==> config.mk <==
export PLATFORM = sky130hd
export DESIGN_NAME = ami_r_flat
export DESIGN_NICKNAME = d
export VERILOG_FILES = /design/src/rtl/ami_r_if.sv /design/src/rtl/ami_r.sv /design/src/flat_wrapper.sv
export SDC_FILE = /design/constraint.sdc
export NUM_CORES = 2
export LEC_CHECK = 0
export ABC_AREA = 0
export ABC_CLOCK_PERIOD_IN_PS = 12000
export BUFFER_PORTS_ARGS = -buffer_cell sky130_fd_sc_hd__buf_2
export CORE_UTILIZATION = 50
export DETAILED_ROUTE_END_ITERATION = 12
export HOLD_SLACK_MARGIN = 0.06
export PLACE_DENSITY = 0.69
export SETUP_SLACK_MARGIN = 0.2
export SYNTH_ARGS = -nofsm -noshare
export SYNTH_HDL_FRONTEND = slang
export SYNTH_SLANG_ARGS = --single-unit
==> constraint.sdc <==
create_clock -name ACLK -period 12 [get_ports ACLK]
set_clock_uncertainty 0.1 [all_clocks]
set_input_delay 0 -clock ACLK [delete_from_list [all_inputs] [get_ports ACLK]]
set_output_delay 0 -clock ACLK [all_outputs]
set_load 0.02 [all_outputs]
==> src/rtl/ami_r_if.sv <==
// Bus bundle for the AXI read master: AR/R channels toward the slave and the
// command/data handshake toward user logic. The master modport is the view of
// ami_r; the slave modport is the view of whatever sits on the other side.
interface ami_r_if #(
    parameter int AXI_DW     = 128,
    parameter int AXI_AW     = 40,
    parameter int AXI_IW     = 8,
    parameter int AXI_LW     = 8,
    parameter int AXI_SW     = 3,
    parameter int AXI_BURSTW = 2,
    parameter int AXI_RRESPW = 2
);
    // AR channel
    logic [AXI_IW-1:0]     ARID;
    logic [AXI_AW-1:0]     ARADDR;
    logic [AXI_LW-1:0]     ARLEN;
    logic [AXI_SW-1:0]     ARSIZE;
    logic [AXI_BURSTW-1:0] ARBURST;
    logic                  ARVALID;
    logic                  ARREADY;
    // R channel
    logic [AXI_IW-1:0]     RID;
    logic [AXI_DW-1:0]     RDATA;
    logic [AXI_RRESPW-1:0] RRESP;
    logic                  RLAST;
    logic                  RVALID;
    logic                  RREADY;
    // user command
    logic [AXI_IW-1:0]     u_arid;
    logic [AXI_AW-1:0]     u_araddr;
    logic [AXI_LW-1:0]     u_arlen;
    logic [AXI_SW-1:0]     u_arsize;
    logic [AXI_BURSTW-1:0] u_arburst;
    logic                  u_arvalid;
    logic                  u_arready;
    // user read data
    logic [AXI_IW-1:0]     u_rid;
    logic [AXI_DW-1:0]     u_rdata;
    logic [AXI_RRESPW-1:0] u_rresp;
    logic                  u_rlast;
    logic                  u_rvalid;
    logic                  u_rready;

    modport master (
        output ARID, ARADDR, ARLEN, ARSIZE, ARBURST, ARVALID,
        input  ARREADY,
        input  RID, RDATA, RRESP, RLAST, RVALID,
        output RREADY,
        input  u_arid, u_araddr, u_arlen, u_arsize, u_arburst, u_arvalid,
        output u_arready,
        output u_rid, u_rdata, u_rresp, u_rlast, u_rvalid,
        input  u_rready
    );

    modport slave (
        input  ARID, ARADDR, ARLEN, ARSIZE, ARBURST, ARVALID,
        output ARREADY,
        output RID, RDATA, RRESP, RLAST, RVALID,
        input  RREADY,
        output u_arid, u_araddr, u_arlen, u_arsize, u_arburst, u_arvalid,
        input  u_arready,
        input  u_rid, u_rdata, u_rresp, u_rlast, u_rvalid,
        output u_rready
    );
endinterface

==> src/rtl/ami_r.sv <==
// AXI read master. User commands are screened (burst type, size, 4KB crossing),
// issued on AR with one cycle of latency, and tracked in order. R beats are
// counted against the oldest outstanding burst, checked for ID/LAST agreement
// and buffered for user logic together with the counter-derived last flag.
module ami_r #(
    parameter int AXI_DW     = 128,
    parameter int AXI_AW     = 40,
    parameter int AXI_IW     = 8,
    parameter int AXI_LW     = 8,
    parameter int AXI_SW     = 3,
    parameter int AXI_BURSTW = 2,
    parameter int AXI_RRESPW = 2,
    parameter int MST_OD     = 4,
    parameter int MST_RD     = 16
) (
    input  logic                         ACLK,
    input  logic                         ARESETn,
    ami_r_if.master                      bus,
    output logic [$clog2(MST_OD+1)-1:0]  od_cnt,
    output logic                         error_cmd,
    output logic                         error_rid,
    output logic                         error_rlast
);
    localparam int CW  = $clog2(MST_OD + 1);
    localparam int OAW = $clog2(MST_OD);
    localparam int RAW = $clog2(MST_RD);
    localparam int RPW = RAW + 1;
    localparam int RBW = AXI_IW + AXI_DW + AXI_RRESPW + 1;
    localparam logic [AXI_SW-1:0]     SIZE_MAX   = AXI_SW'($clog2(AXI_DW / 8));
    localparam logic [AXI_BURSTW-1:0] BURST_INCR = AXI_BURSTW'(1);
    localparam logic [AXI_BURSTW-1:0] BURST_WRAP = AXI_BURSTW'(2);

    // WRAP/reserved bursts, oversize beats and INCR bursts leaving their 4KB
    // page are refused. A burst spans at most 4KB, so comparing page numbers
    // is the same as comparing bit 12 of first and last byte address.
    function automatic logic cmd_reject(
        input logic [AXI_AW-1:0]     addr,
        input logic [AXI_LW-1:0]     len,
        input logic [AXI_SW-1:0]     size,
        input logic [AXI_BURSTW-1:0] burst
    );
        logic [AXI_AW:0] aligned;
        logic [AXI_AW:0] nbytes;
        logic [AXI_AW:0] last_byte;
        aligned   = {1'b0, addr} & ({(AXI_AW+1){1'b1}} << size);
        nbytes    = ({{(AXI_AW+1-AXI_LW){1'b0}}, len} + {{AXI_AW{1'b0}}, 1'b1}) << size;
        last_byte = aligned + nbytes - {{AXI_AW{1'b0}}, 1'b1};
        if (burst >= BURST_WRAP) begin
            cmd_reject = 1'b1;
        end else if (size > SIZE_MAX) begin
            cmd_reject = 1'b1;
        end else if ((burst == BURST_INCR) && (last_byte[AXI_AW:12] != {1'b0, addr[AXI_AW-1:12]})) begin
            cmd_reject = 1'b1;
        end else begin
            cmd_reject = 1'b0;
        end
    endfunction

    logic                  arvalid_q;
    logic [AXI_IW-1:0]     arid_q;
    logic [AXI_AW-1:0]     araddr_q;
    logic [AXI_LW-1:0]     arlen_q;
    logic [AXI_SW-1:0]     arsize_q;
    logic [AXI_BURSTW-1:0] arburst_q;
    logic [CW-1:0]         od_cnt_q, od_cnt_d;
    logic [OAW-1:0]        trk_wr_q, trk_rd_q;
    logic [AXI_IW-1:0]     trk_id_q  [MST_OD];
    logic [AXI_LW-1:0]     trk_len_q [MST_OD];
    logic [AXI_LW-1:0]     beat_cnt_q;
    logic [RPW-1:0]        rb_wr_q, rb_rd_q;
    logic [RBW-1:0]        rb_mem_q [MST_RD];
    logic                  err_cmd_q, err_rid_q, err_rlast_q;

    logic u_arready_s, accept_s, reject_s, push_s, pop_s;
    logic trk_empty_s, exp_last_s, r_hs_s, r_known_s;
    logic rb_full_s, rb_empty_s, rb_rd_s;
    logic [AXI_IW-1:0] head_id_s;
    logic [AXI_LW-1:0] head_len_s;

    // Handshake decode, tracking head lookup and outstanding-count next state
    always_comb begin
        u_arready_s = (~arvalid_q | bus.ARREADY) & (od_cnt_q < CW'(MST_OD));
        accept_s    = bus.u_arvalid & u_arready_s;
        reject_s    = cmd_reject(bus.u_araddr, bus.u_arlen, bus.u_arsize, bus.u_arburst);
        push_s      = accept_s & ~reject_s;
        trk_empty_s = (od_cnt_q == {CW{1'b0}});
        head_id_s   = trk_id_q[trk_rd_q];
        head_len_s  = trk_len_q[trk_rd_q];
        exp_last_s  = (beat_cnt_q == head_len_s);
        rb_empty_s  = (rb_wr_q == rb_rd_q);
        rb_full_s   = (rb_wr_q[RAW] != rb_rd_q[RAW]) && (rb_wr_q[RAW-1:0] == rb_rd_q[RAW-1:0]);
        r_hs_s      = bus.RVALID & ~rb_full_s;
        r_known_s   = r_hs_s & ~trk_empty_s;
        pop_s       = r_known_s & exp_last_s;
        rb_rd_s     = ~rb_empty_s & bus.u_rready;
        if (push_s && !pop_s) begin
            od_cnt_d = od_cnt_q + CW'(1);
        end else if (!push_s && pop_s) begin
            od_cnt_d = od_cnt_q - CW'(1);
        end else begin
            od_cnt_d = od_cnt_q;
        end
    end

    // AR register: load on an accepted command, release after the handshake
    always_ff @(posedge ACLK or negedge ARESETn) begin
        if (!ARESETn) begin
            arvalid_q <= 1'b0;
            arid_q    <= {AXI_IW{1'b0}};
            araddr_q  <= {AXI_AW{1'b0}};
            arlen_q   <= {AXI_LW{1'b0}};
            arsize_q  <= {AXI_SW{1'b0}};
            arburst_q <= {AXI_BURSTW{1'b0}};
        end else if (push_s) begin
            arvalid_q <= 1'b1;
            arid_q    <= bus.u_arid;
            araddr_q  <= bus.u_araddr;
            arlen_q   <= bus.u_arlen;
            arsize_q  <= bus.u_arsize;
            arburst_q <= bus.u_arburst;
        end else if (bus.ARREADY) begin
            arvalid_q <= 1'b0;
        end
    end

    // Tracking pointers, outstanding count and beat position within the head burst
    always_ff @(posedge ACLK or negedge ARESETn) begin
        if (!ARESETn) begin
            trk_wr_q   <= {OAW{1'b0}};
            trk_rd_q   <= {OAW{1'b0}};
            od_cnt_q   <= {CW{1'b0}};
            beat_cnt_q <= {AXI_LW{1'b0}};
        end else begin
            od_cnt_q <= od_cnt_d;
            if (push_s) begin
                trk_wr_q <= trk_wr_q + OAW'(1);
            end
            if (pop_s) begin
                trk_rd_q   <= trk_rd_q + OAW'(1);
                beat_cnt_q <= {AXI_LW{1'b0}};
            end else if (r_known_s) begin
                beat_cnt_q <= beat_cnt_q + AXI_LW'(1);
            end
        end
    end

    // Tracking storage: {id, len} of each issued burst in order
    always_ff @(posedge ACLK) begin
        if (push_s) begin
            trk_id_q[trk_wr_q]  <= bus.u_arid;
            trk_len_q[trk_wr_q] <= bus.u_arlen;
        end
    end

    // R buffer pointers; beats with no outstanding burst are dropped
    always_ff @(posedge ACLK or negedge ARESETn) begin
        if (!ARESETn) begin
            rb_wr_q <= {RPW{1'b0}};
            rb_rd_q <= {RPW{1'b0}};
        end else begin
            if (r_known_s) begin
                rb_wr_q <= rb_wr_q + RPW'(1);
            end
            if (rb_rd_s) begin
                rb_rd_q <= rb_rd_q + RPW'(1);
            end
        end
    end

    // R buffer storage: {RID, RDATA, RRESP, expected last}
    always_ff @(posedge ACLK) begin
        if (r_known_s) begin
            rb_mem_q[rb_wr_q[RAW-1:0]] <= {bus.RID, bus.RDATA, bus.RRESP, exp_last_s};
        end
    end

    // Error pulses, one cycle after the offending command or beat
    always_ff @(posedge ACLK or negedge ARESETn) begin
        if (!ARESETn) begin
            err_cmd_q   <= 1'b0;
            err_rid_q   <= 1'b0;
            err_rlast_q <= 1'b0;
        end else begin
            err_cmd_q   <= accept_s & reject_s;
            err_rid_q   <= r_hs_s & (trk_empty_s | (bus.RID != head_id_s));
            err_rlast_q <= r_known_s & (bus.RLAST != exp_last_s);
        end
    end

    assign bus.ARVALID   = arvalid_q;
    assign bus.ARID      = arid_q;
    assign bus.ARADDR    = araddr_q;
    assign bus.ARLEN     = arlen_q;
    assign bus.ARSIZE    = arsize_q;
    assign bus.ARBURST   = arburst_q;
    assign bus.RREADY    = ~rb_full_s;
    assign bus.u_arready = u_arready_s;
    assign bus.u_rvalid  = ~rb_empty_s;
    assign {bus.u_rid, bus.u_rdata, bus.u_rresp, bus.u_rlast} = rb_mem_q[rb_rd_q[RAW-1:0]];
    assign od_cnt        = od_cnt_q;
    assign error_cmd     = err_cmd_q;
    assign error_rid     = err_rid_q;
    assign error_rlast   = err_rlast_q;
endmodule
==> src/flat_wrapper.sv <==
// flat-port wrapper written by rule: the top's interface ports become plain ports
module ami_r_flat 
#(
    parameter int AXI_DW     = 128,
    parameter int AXI_AW     = 40,
    parameter int AXI_IW     = 8,
    parameter int AXI_LW     = 8,
    parameter int AXI_SW     = 3,
    parameter int AXI_BURSTW = 2,
    parameter int AXI_RRESPW = 2,
    parameter int MST_OD     = 4,
    parameter int MST_RD     = 16
)
  (ACLK, ARESETn, od_cnt, error_cmd, error_rid, error_rlast, bus_ARID, bus_ARADDR, bus_ARLEN, bus_ARSIZE, bus_ARBURST, bus_ARVALID, bus_ARREADY, bus_RID, bus_RDATA, bus_RRESP, bus_RLAST, bus_RVALID, bus_RREADY, bus_u_arid, bus_u_araddr, bus_u_arlen, bus_u_arsize, bus_u_arburst, bus_u_arvalid, bus_u_arready, bus_u_rid, bus_u_rdata, bus_u_rresp, bus_u_rlast, bus_u_rvalid, bus_u_rready);
  ami_r_if #(.AXI_DW(AXI_DW), .AXI_AW(AXI_AW), .AXI_IW(AXI_IW), .AXI_LW(AXI_LW), .AXI_SW(AXI_SW), .AXI_BURSTW(AXI_BURSTW), .AXI_RRESPW(AXI_RRESPW)) bus_i ();
  input  logic ACLK;
  input  logic ARESETn;
  output logic [$clog2(MST_OD+1)-1:0] od_cnt;
  output logic error_cmd;
  output logic error_rid;
  output logic error_rlast;
  output wire logic [$bits(bus_i.ARID)-1:0] bus_ARID;
  output wire logic [$bits(bus_i.ARADDR)-1:0] bus_ARADDR;
  output wire logic [$bits(bus_i.ARLEN)-1:0] bus_ARLEN;
  output wire logic [$bits(bus_i.ARSIZE)-1:0] bus_ARSIZE;
  output wire logic [$bits(bus_i.ARBURST)-1:0] bus_ARBURST;
  output wire logic [$bits(bus_i.ARVALID)-1:0] bus_ARVALID;
  input wire logic [$bits(bus_i.ARREADY)-1:0] bus_ARREADY;
  input wire logic [$bits(bus_i.RID)-1:0] bus_RID;
  input wire logic [$bits(bus_i.RDATA)-1:0] bus_RDATA;
  input wire logic [$bits(bus_i.RRESP)-1:0] bus_RRESP;
  input wire logic [$bits(bus_i.RLAST)-1:0] bus_RLAST;
  input wire logic [$bits(bus_i.RVALID)-1:0] bus_RVALID;
  output wire logic [$bits(bus_i.RREADY)-1:0] bus_RREADY;
  input wire logic [$bits(bus_i.u_arid)-1:0] bus_u_arid;
  input wire logic [$bits(bus_i.u_araddr)-1:0] bus_u_araddr;
  input wire logic [$bits(bus_i.u_arlen)-1:0] bus_u_arlen;
  input wire logic [$bits(bus_i.u_arsize)-1:0] bus_u_arsize;
  input wire logic [$bits(bus_i.u_arburst)-1:0] bus_u_arburst;
  input wire logic [$bits(bus_i.u_arvalid)-1:0] bus_u_arvalid;
  output wire logic [$bits(bus_i.u_arready)-1:0] bus_u_arready;
  output wire logic [$bits(bus_i.u_rid)-1:0] bus_u_rid;
  output wire logic [$bits(bus_i.u_rdata)-1:0] bus_u_rdata;
  output wire logic [$bits(bus_i.u_rresp)-1:0] bus_u_rresp;
  output wire logic [$bits(bus_i.u_rlast)-1:0] bus_u_rlast;
  output wire logic [$bits(bus_i.u_rvalid)-1:0] bus_u_rvalid;
  input wire logic [$bits(bus_i.u_rready)-1:0] bus_u_rready;
  assign bus_ARID = bus_i.ARID;
  assign bus_ARADDR = bus_i.ARADDR;
  assign bus_ARLEN = bus_i.ARLEN;
  assign bus_ARSIZE = bus_i.ARSIZE;
  assign bus_ARBURST = bus_i.ARBURST;
  assign bus_ARVALID = bus_i.ARVALID;
  assign bus_i.ARREADY = bus_ARREADY;
  assign bus_i.RID = bus_RID;
  assign bus_i.RDATA = bus_RDATA;
  assign bus_i.RRESP = bus_RRESP;
  assign bus_i.RLAST = bus_RLAST;
  assign bus_i.RVALID = bus_RVALID;
  assign bus_RREADY = bus_i.RREADY;
  assign bus_i.u_arid = bus_u_arid;
  assign bus_i.u_araddr = bus_u_araddr;
  assign bus_i.u_arlen = bus_u_arlen;
  assign bus_i.u_arsize = bus_u_arsize;
  assign bus_i.u_arburst = bus_u_arburst;
  assign bus_i.u_arvalid = bus_u_arvalid;
  assign bus_u_arready = bus_i.u_arready;
  assign bus_u_rid = bus_i.u_rid;
  assign bus_u_rdata = bus_i.u_rdata;
  assign bus_u_rresp = bus_i.u_rresp;
  assign bus_u_rlast = bus_i.u_rlast;
  assign bus_u_rvalid = bus_i.u_rvalid;
  assign bus_i.u_rready = bus_u_rready;
  ami_r #(.AXI_DW(AXI_DW), .AXI_AW(AXI_AW), .AXI_IW(AXI_IW), .AXI_LW(AXI_LW), .AXI_SW(AXI_SW), .AXI_BURSTW(AXI_BURSTW), .AXI_RRESPW(AXI_RRESPW), .MST_OD(MST_OD), .MST_RD(MST_RD)) u_core (.ACLK(ACLK), .ARESETn(ARESETn), .bus(bus_i), .od_cnt(od_cnt), .error_cmd(error_cmd), .error_rid(error_rid), .error_rlast(error_rlast));
endmodule
==> flow_metrics.tcl <==
set metrics [dict create \
    status "finished, final reports clean" \
    maxCapViolCount 0 \
    clk_pin_slew_ps 70 \
    drive_gt1_share_pct 30.88 \
    io_buffers 415 \
    grt_pass1_vias 48520 \
    tightest_slew_ps 1161 \
    ir_worst_vdd_uv 214.7 \
    yosysUniqueCellTypes 84 \
    netlist_instances 4163 \
    fin_crit_sh_pct 63.77 \
    layout.nets 5381 \
    initial_core_util_pct 50.46 \
    cts_tree "done" \
    multi_input_area_sq_um 21770 \
    hold_violations 0 \
    cp-end-kind "flop" \
    worstSetupStartpointType "input port" \
    wl_microns 221200 \
    drc_errors 0 \
    rsz0062_at_grt "no" \
    p_leak_nw 36.31 \
    cp_data_arrival_time_ps 8300 \
    timing.fmax_ghz 0.1307 \
    synth_edf_count 2288 \
    die_x_microns 435.1 \
    synthSimpleGateAreaFrac_pct 1.680 \
    syn_to_final_growth_pct 18.13 \
    cts_hold_buffers 426 \
    yosys_warnings 0 \
    hold_class "in -> reg" \
    grt_antenna_before_repair 19 \
    postSynth.asyncResetShare_pct 3.785 \
    clk_root_buffer_cell "clkbuf_16" \
    cp.required_ps 12650 \
    core_sq_um 185800 \
    routabilityCongestion 0.8818 \
    routedWlPerCell_microns 28.38 \
    placed_cell_area_sq_um 98950 \
    detail_route.vias_per_cell 6.002 \
    clkLatencyLatePin_ps 880 \
    grt_max_degree 145 \
    die_area_sq_um 189300 \
    die_height_microns 435.1 \
    synth.cell_area_sq_um 93780 \
    post-route-cell-area_sq_um 110800 \
    synth_xor_area_share_pct 0.7178 \
    htreeDepth 4 \
    syn_area_per_cell_sq_um 22.53 \
    worst-path-max-fanout 54 \
    drtIter0Drc 4522 \
    cts_buffer_depth 3 \
    seq_area_frac_synth_pct 75.67 \
    synth.area.mux_share_pct 17.95 \
    grt_overflow_total 0 \
    dp_hpwl_microns 117000 \
    synth_seq_cells 2378 \
    critPathKind "in -> reg" \
    finalSetupViolations 0 \
    syn_nets 4435 \
    mostFrequentLayoutCells "2288 x edfxtp_1, 711 x mux4_2, 425 x dlygate4sd3_1, 414 x buf_2, 230 x clkbuf_16" \
    antenna_left 0 \
    ff_latch_area_sq_um 70970 \
    cts_setup_buffers 0 \
    powerDensity_nw_per_um2 227.2 \
    n_fill_cell 13060 \
    timing.slew.headroom_pct 22.63 \
    synth-compound-area-share_pct 1.855 \
    post-route-util_pct 59.61 \
    synthFlopType "edfxtp_1" \
    synth_top_family_by_area "multiplexers" \
    final_common_cell "edfxtp_1" \
    cts_made_buffers 228 \
    first_pass_iters 7 \
    slew_viol_final 0 \
    synthAdderAreaFrac_pct 0.8886 \
    ios 416 \
    via_count 46780 \
    fp-row-count 158 \
    totalNegativeSetupSlack_ps 0 \
    layout_min_cycle_time_ps 7652 \
    grt_pass1_wl_microns 324300 \
    cts.sinks 2378 \
    ctsResizeCount 0 \
    track_usage_pct 23.39 \
]
==> cells in the mapped netlist, types with 5 or more instances <==
| cell | instances | area (sq um) |
|---|---|---|
| nor2b_1 | 7 | 43.79 |
| a22o_1 | 8 | 70.07 |
| or2_2 | 5 | 31.28 |
| mux2_1 | 20 | 225.2 |
| nand4_1 | 31 | 193.9 |
| a31oi_1 | 10 | 62.56 |
| a211oi_1 | 12 | 90.09 |
| nor2_1 | 65 | 244.0 |
| nor4_1 | 9 | 56.30 |
| a22oi_1 | 5 | 37.54 |
| and4_1 | 11 | 96.34 |
| o21a_1 | 16 | 120.1 |
| xor2_1 | 37 | 324.1 |
| mux2i_1 | 7 | 70.07 |
| o21ai_1 | 15 | 75.07 |
| nand2b_1 | 11 | 68.82 |
| nand2_1 | 89 | 334.1 |
| mux2_2 | 47 | 529.3 |
| mux4_2 | 711 | 16010 |
| o21bai_1 | 7 | 52.55 |
| edfxtp_1 | 2288 | 68710 |
| clkbuf_1 | 120 | 450.4 |
| a21oi_1 | 63 | 315.3 |
| dfrtp_1 | 90 | 2252 |
| nand3_1 | 13 | 65.06 |
| ha_1 | 65 | 813.3 |
| buf_1 | 61 | 229.0 |
| a21o_1 | 9 | 67.56 |
| o31ai_1 | 5 | 37.54 |
| buf_2 | 24 | 120.1 |
| xnor2_1 | 38 | 332.8 |
| inv_1 | 79 | 296.5 |
| o211ai_1 | 11 | 82.58 |
| o21ai_0 | 39 | 195.2 |
| nor3_1 | 29 | 145.1 |
| and3_1 | 6 | 37.54 |
| and2_1 | 13 | 81.33 |
==> path summary, 6_finish.rpt <==
check / end / slack (ps) / depth (start not counted) / from
min in group asynchronous: u_core.bus.ARADDR[14] / 670 / 5 / ARESETn
min: u_core.rb_rd_q[0] / 100 / 4 / bus_u_rready
min reg2reg: u_core.bus.ARLEN[3] / 390 / 1 / u_core.bus.ARLEN[3]
max: u_core.bus.ARADDR[20] / 4350 / 24 / bus_u_arlen[0]
max in group asynchronous: u_core.rb_rd_q[2] / 10100 / 5 / ARESETn
max reg2reg: u_core.rb_mem_q[15][93] / 6770 / 10 / u_core.rb_rd_q[2]
==> cells by family after synthesis <==
group,after synthesis
DFF,2378
muxes,785
and+or+nand+nor,310
buffers and inverters,291
AOI/OAI and AO/OA,257
xor gates and xnor gates,76
adders and majority gates,66
==> per-stage QoR <==
step | setup WS (ps) | cells | total power, W | hold WS [ps]
floorplan | 3.776 | 4163 | 0.01571 | -395.6
global placement | 5389 | 6933 | 0.01804 | -161.0
detailed placement | 5310 | 6933 | 0.01811 | -157.7
CTS | 4409 | 7788 | 0.02540 | 60.30
global route | 3862 | 7793 | 0.02609 | 91.66
finish | 4348 | 7795 | 0.02517 | 102.4
==> critical path: stages <==
cell           delay, ps
dlygate4sd3_1        540
buf_2                170
ha_1                 330
nor2b_1              200
a22o_1               190
a211oi_1             300
mux2_2               230
nand2_1               60
ha_1                 290
inv_1                 40
ha_1                 430
a21oi_1              380
o21a_1               300
o21a_1               200
a21oi_1               70
or4_1                530
nor4_1               250
nand2_1              110
or4_4                620
a21oi_4              270
dlygate4sd3_1       1060
buf_4                700
mux2_2               410
dlygate4sd3_1        550
==> layout make-up <==
type / instances / share of cell area [%]
Tap cell: 2480 / 2.801
Clock buffer: 264 / 5.329
Timing Repair Buffer: 928 / 6.393
Antenna cell: 7 / 0.01581
Sequential cell: 2378 / 64.07
Multi-Input combinational cell: 1494 / 19.66
Clock inverter: 165 / 1.473
Inverter: 79 / 0.2677
==> flip-flops by register name, indices dropped and copies added (netlist names), 8 cells and up <==
register / flops
u_core.rb_mem_q: 2224
u_core.bus.ARADDR: 40
u_core.trk_id_q: 32
u_core.trk_len_q: 32
u_core.beat_cnt_q: 8
u_core.bus.ARID: 8
u_core.bus.ARLEN: 8
==> power by group <==
part | internal, W | switching (W)
Sequential | 0.00996 | 0.000352
Clock | 0.00409 | 0.00309
Combinational | 0.00341 | 0.00426
Total | 0.0175 | 0.00770
==> metal layers <==
| metal | global-route usage, % | routed length [microns] |
|---|---|---|
| met4 | 6.667 | 5248 |
| met2 | 38.74 | 111400 |
| met3 | 3.722 | 13460 |
| met5 | 0 | 76 |
| met1 | 32.44 | 91060 |
Note: power is estimated with default switching activity, not from simulation.
